**config.mk**
```make
export PLATFORM = sky130hd
export DESIGN_NAME = demux_1x4_flat
export DESIGN_NICKNAME = d
export VERILOG_FILES = /design/src/rtl/demux_1x4_pkg.sv /design/src/rtl/demux_1x4_if.sv /design/src/rtl/demux_1x4_chan_cnt.sv /design/src/rtl/demux_1x4.sv /design/src/flat_wrapper.sv
export SDC_FILE = /design/constraint.sdc
export NUM_CORES = 1
export LEC_CHECK = 0
export CORE_MARGIN = 2
export CORE_UTILIZATION = 29
export CTS_CLUSTER_DIAMETER = 100
export CTS_CLUSTER_SIZE = 30
export DETAILED_ROUTE_END_ITERATION = 8
export PLACE_DENSITY = 0.78
export SYNTH_ARGS = -nofsm -noshare
export SYNTH_HDL_FRONTEND = slang
export SYNTH_SLANG_ARGS = --single-unit
```
**constraint.sdc**
```tcl
create_clock -name clk -period 0.9 [get_ports clk]
set_input_delay 0.27 -clock clk [delete_from_list [all_inputs] [get_ports clk]]
set_output_delay 0.27 -clock clk [all_outputs]
set_load 0.01 [all_outputs]
```
**src/rtl/demux_1x4_pkg.sv**
```systemverilog
// rtl/demux_1x4_pkg.sv - shared channel count, select type and one-hot decode for demux_1x4
package demux_1x4_pkg;

  localparam int NUM_CH = 4;
  localparam int SEL_W  = 2;

  typedef logic [SEL_W-1:0] sel_t;

  function automatic logic [3:0] onehot4(input sel_t sel);
    return 4'b0001 << sel;
  endfunction

endpackage

```
**src/rtl/demux_1x4_if.sv**
```systemverilog
// rtl/demux_1x4_if.sv - routing bus between a demux_1x4 driver (master) and the demux (slave)
interface demux_1x4_if
  import demux_1x4_pkg::*;
#(
  parameter int DATA_W = 1,
  parameter int CNT_W  = 8
);

  logic [DATA_W-1:0]        in;
  sel_t                     a;
  logic                     en;
  logic                     clr;
  logic [NUM_CH*DATA_W-1:0] y;
  logic [NUM_CH*DATA_W-1:0] y_q;
  logic [NUM_CH-1:0]        y_vld;
  logic [NUM_CH*CNT_W-1:0]  cnt;

  modport master (
    output in, a, en, clr,
    input  y, y_q, y_vld, cnt
  );

  modport slave (
    input  in, a, en, clr,
    output y, y_q, y_vld, cnt
  );

endinterface

```
**src/rtl/demux_1x4_chan_cnt.sv**
```systemverilog
// rtl/demux_1x4_chan_cnt.sv - per-channel saturating route counter; clr beats inc
module demux_1x4_chan_cnt #(
  parameter int CNT_W = 8
) (
  input  logic             clk,
  input  logic             rst,
  input  logic             inc,
  input  logic             clr,
  output logic [CNT_W-1:0] cnt
);

  logic [CNT_W-1:0] r_cnt;

  always_ff @(posedge clk or posedge rst) begin
    if (rst) begin
      r_cnt <= '0;
    end else if (clr) begin
      r_cnt <= '0;
    end else if (inc && (r_cnt != {CNT_W{1'b1}})) begin
      r_cnt <= r_cnt + 1'b1;
    end
  end

  assign cnt = r_cnt;

endmodule

```
**src/rtl/demux_1x4.sv**
```systemverilog
// rtl/demux_1x4.sv - 1:4 demux with combinational and registered outputs plus one-hot valid
// Define DEMUX_1X4_STATS_EN to build the per-channel saturating route counters.
module demux_1x4
  import demux_1x4_pkg::*;
#(
  parameter int DATA_W = 1,
  parameter int CNT_W  = 8
) (
  input  logic         clk,
  input  logic         rst,
  demux_1x4_if.slave   bus
);

  logic [NUM_CH-1:0]        w_hot;
  logic [NUM_CH*DATA_W-1:0] w_y;
  logic [NUM_CH*CNT_W-1:0]  w_cnt;
  logic [NUM_CH*DATA_W-1:0] r_y_q;
  logic [NUM_CH-1:0]        r_y_vld;

  // The one-hot select gates both the data slices and the valid, so they cannot disagree.
  assign w_hot = bus.en ? onehot4(bus.a) : '0;

  for (genvar k = 0; k < NUM_CH; k++) begin : g_slice
    assign w_y[k*DATA_W +: DATA_W] = w_hot[k] ? bus.in : '0;
  end

  always_ff @(posedge clk or posedge rst) begin
    if (rst) begin
      r_y_q   <= '0;
      r_y_vld <= '0;
    end else begin
      r_y_q   <= w_y;
      r_y_vld <= w_hot;
    end
  end

`ifdef DEMUX_1X4_STATS_EN
  for (genvar k = 0; k < NUM_CH; k++) begin : g_cnt
    demux_1x4_chan_cnt #(
      .CNT_W (CNT_W)
    ) u_chan_cnt (
      .clk (clk),
      .rst (rst),
      .inc (w_hot[k]),
      .clr (bus.clr),
      .cnt (w_cnt[k*CNT_W +: CNT_W])
    );
  end
`else
  logic w_unused_clr;
  assign w_unused_clr = bus.clr;
  assign w_cnt        = '0;
`endif

  assign bus.y     = w_y;
  assign bus.y_q   = r_y_q;
  assign bus.y_vld = r_y_vld;
  assign bus.cnt   = w_cnt;

  a_sel_known : assert property (@(posedge clk) disable iff (rst)
    bus.en |-> !$isunknown(bus.a));
  a_en_known : assert property (@(posedge clk) disable iff (rst)
    !$isunknown(bus.en));

endmodule

```
**src/flat_wrapper.sv**
```systemverilog
// flat-port wrapper written by rule: the top's interface ports become plain ports
module demux_1x4_flat import demux_1x4_pkg::*;
#(
  parameter int DATA_W = 1,
  parameter int CNT_W  = 8
)
  (clk, rst, bus_in, bus_a, bus_en, bus_clr, bus_y, bus_y_q, bus_y_vld, bus_cnt);
  demux_1x4_if #(.DATA_W(DATA_W), .CNT_W(CNT_W)) bus_i ();
  input  logic clk;
  input  logic rst;
  input wire logic [$bits(bus_i.in)-1:0] bus_in;
  input wire logic [$bits(bus_i.a)-1:0] bus_a;
  input wire logic [$bits(bus_i.en)-1:0] bus_en;
  input wire logic [$bits(bus_i.clr)-1:0] bus_clr;
  output wire logic [$bits(bus_i.y)-1:0] bus_y;
  output wire logic [$bits(bus_i.y_q)-1:0] bus_y_q;
  output wire logic [$bits(bus_i.y_vld)-1:0] bus_y_vld;
  output wire logic [$bits(bus_i.cnt)-1:0] bus_cnt;
  assign bus_i.in = bus_in;
  assign bus_i.a = bus_a;
  assign bus_i.en = bus_en;
  assign bus_i.clr = bus_clr;
  assign bus_y = bus_i.y;
  assign bus_y_q = bus_i.y_q;
  assign bus_y_vld = bus_i.y_vld;
  assign bus_cnt = bus_i.cnt;
  demux_1x4 #(.DATA_W(DATA_W), .CNT_W(CNT_W)) u_core (.clk(clk), .rst(rst), .bus(bus_i));
endmodule
```
==> metrics <==
clock slew at reported path FFs=~0.05 ns; setup tns final=-1.28 ns; Fmax=0.934 GHz; Setup crit end kind=output port; sequential area share after synthesis=0.379; # rows=15; Distinct cells, synth=10; Antenna diodes=0; pin count of the biggest net entering global routing=9; outcome=finished with violations; CP startpoint kind=input pin; CTS root buffer=clkbuf_4; post-synthesis register bit count=8; most common cell after layout, fill and taps aside=conb_1; drt drc=0; full die area=around 2200 sq um; filler instances=~180; Mean Syn Cell Area=between 10 and 15 sq um; first-pass GRT wire length=about 1.1 mm; Hold WC Path Type=input pin to asynchronous set/reset pin; IO Count=about 50; via count=~350; worst slack, placed=-0.974 ns; RSZ-0062 raised after global routing=true; Mapped Cells=50; class of the most critical setup path=input pin to output port; total iterations of the first detailed-routing run=4; synthesis-to-finish area growth=26.8%; Pwr Density=roughly 1200 nW/um^2; setup violators final=12; gr usage total=0.0748; Max Cap Viol=0; PortBufs=17; critical-path maximum fanout=5; Die Width=46.7 um; Post-CTS Hold Fix Bufs=0; vias in the first global route=~280; setup ws final=-0.170 ns; failing checks=negative setup slack; Via-to-Cell Ratio=around 3.5; period utilization=1.19; Peak supply drop=roughly 0.35 mV; layout cells sized above 1=0.434; drt first-iter violations=1; DP HPWL=just under 700 um; Fin. Hold Viols=0; cell taking the most area after synthesis=buf_4; Final Power=approximately 800 uW; Max H-tree Level=1; CTS Buf Count=3; final antenna-violating net count=0; min Tclk post-route=1.07 ns; drt total wl=867 um; Placer Congestion=~0.69; drt wl/cell=roughly 8.6 um; GRT overflow=0; area of the mapped netlist=528 sq um; antenna violations before repair=0; utilization after layout=0.388; cells taking the most area after synthesis=buf_4 45%, dfrtp_1 38%, and4b_2 4.3%; clock sink count=8; TritonCTS clock tree=yes; cell leakage power=0.000406 uW; CTS max path bufs=2; core area=between 1500 and 2000 sq um; Synth top area share=0.455; CP Data Required Time=0.63 ns; max-slew violations=0; Syn. warnings=0; Final Net Count=85; Die Ht=approximately 47 um; Critical Path AT=roughly 0.80 ns; most frequent cells in the layout=32 x conb_1, 8 x dfrtp_1, 7 x buf_2, 7 x buf_4, 6 x buf_6; Initial Util=0.306
-- power by group --
part	switching (uW)	internal, uW	total [uW]	leakage (uW)
Sequential	2.44	372	374	0.000109
Combinational	105	68.9	174	0.000283
Clock	105	151	256	0.0000138
-- what timing repair did --
action,in CTS,in global routing
setup buffers,0,2
setup endpoints to repair,20,12
gates resized for setup,75,4
pin swaps,4,2
-- final cells by class --
class,count,area [sq um],area share
repair buffers,24,210,0.314
multi-input cells,40,201,0.301
flip-flops and latches,8,200,0.299
well taps,25,31.3,0.0467
clock buffers,3,22.5,0.0336
inverters,1,3.75,0.00561
-- stage by stage --
| stage | cell area [sq um] | std cells | hold WS (ns) |
|---|---|---|---|
| floorplan | 644 | 81 | 0.0857 |
| global placement | 643 | 96 | 0.531 |
| finish | 669 | 101 | 0.271 |
| CTS | 637 | 99 | 0.274 |
| global route | 669 | 101 | 0.299 |
| detailed placement | 643 | 96 | 0.545 |
-- critical path: stages --
cell and delay, ns:
buf_8 0.10, and4bb_2 0.32, buf_6 0.11
-- synthesized netlist by cell type, drive strengths merged --
library cell,count
and3b,2
conb,1
inv,1
dfrtp,8
and3,1
and4,1
buf,32
nor3b,1
and4b,2
and4bb,1
-- state kept, by name, summed over array words and instances (netlist names) --
signal            flops
u_core.bus.y_q        4
u_core.bus.y_vld      4
-- worst paths after layout --
path,start,to,slack (ns),depth (start not counted)
worst max-delay path,bus_a[1],bus_y[0],-0.17,3
worst min-delay path,rst,u_core.bus.y_q[1],0.27,2
max in group asynchronous,rst,u_core.bus.y_vld[3],0.40,2
min in group clk,bus_a[1],u_core.bus.y_vld[0],0.29,3
-- per-layer routing --
layer | routed length [um] | up-vias | global-route usage
li1 | - | 148 | -
met1 | 229 | 164 | 0.0468
met2 | 480 | 37 | 0.147
met3 | 137 | 4 | 0.0118
met4 | 20 | 0 | 0.100
met5 | 0 | - | 0
-- cell families (layout without fill, tap and decap cells) --
group,Yosys count,count (layout),share of synthesized area
buf+inv,33,28,0.462
flops,8,8,0.379
simple gates,8,8,0.152
other cells,1,32,0.00710
Power figures use the tool's default switching activity.
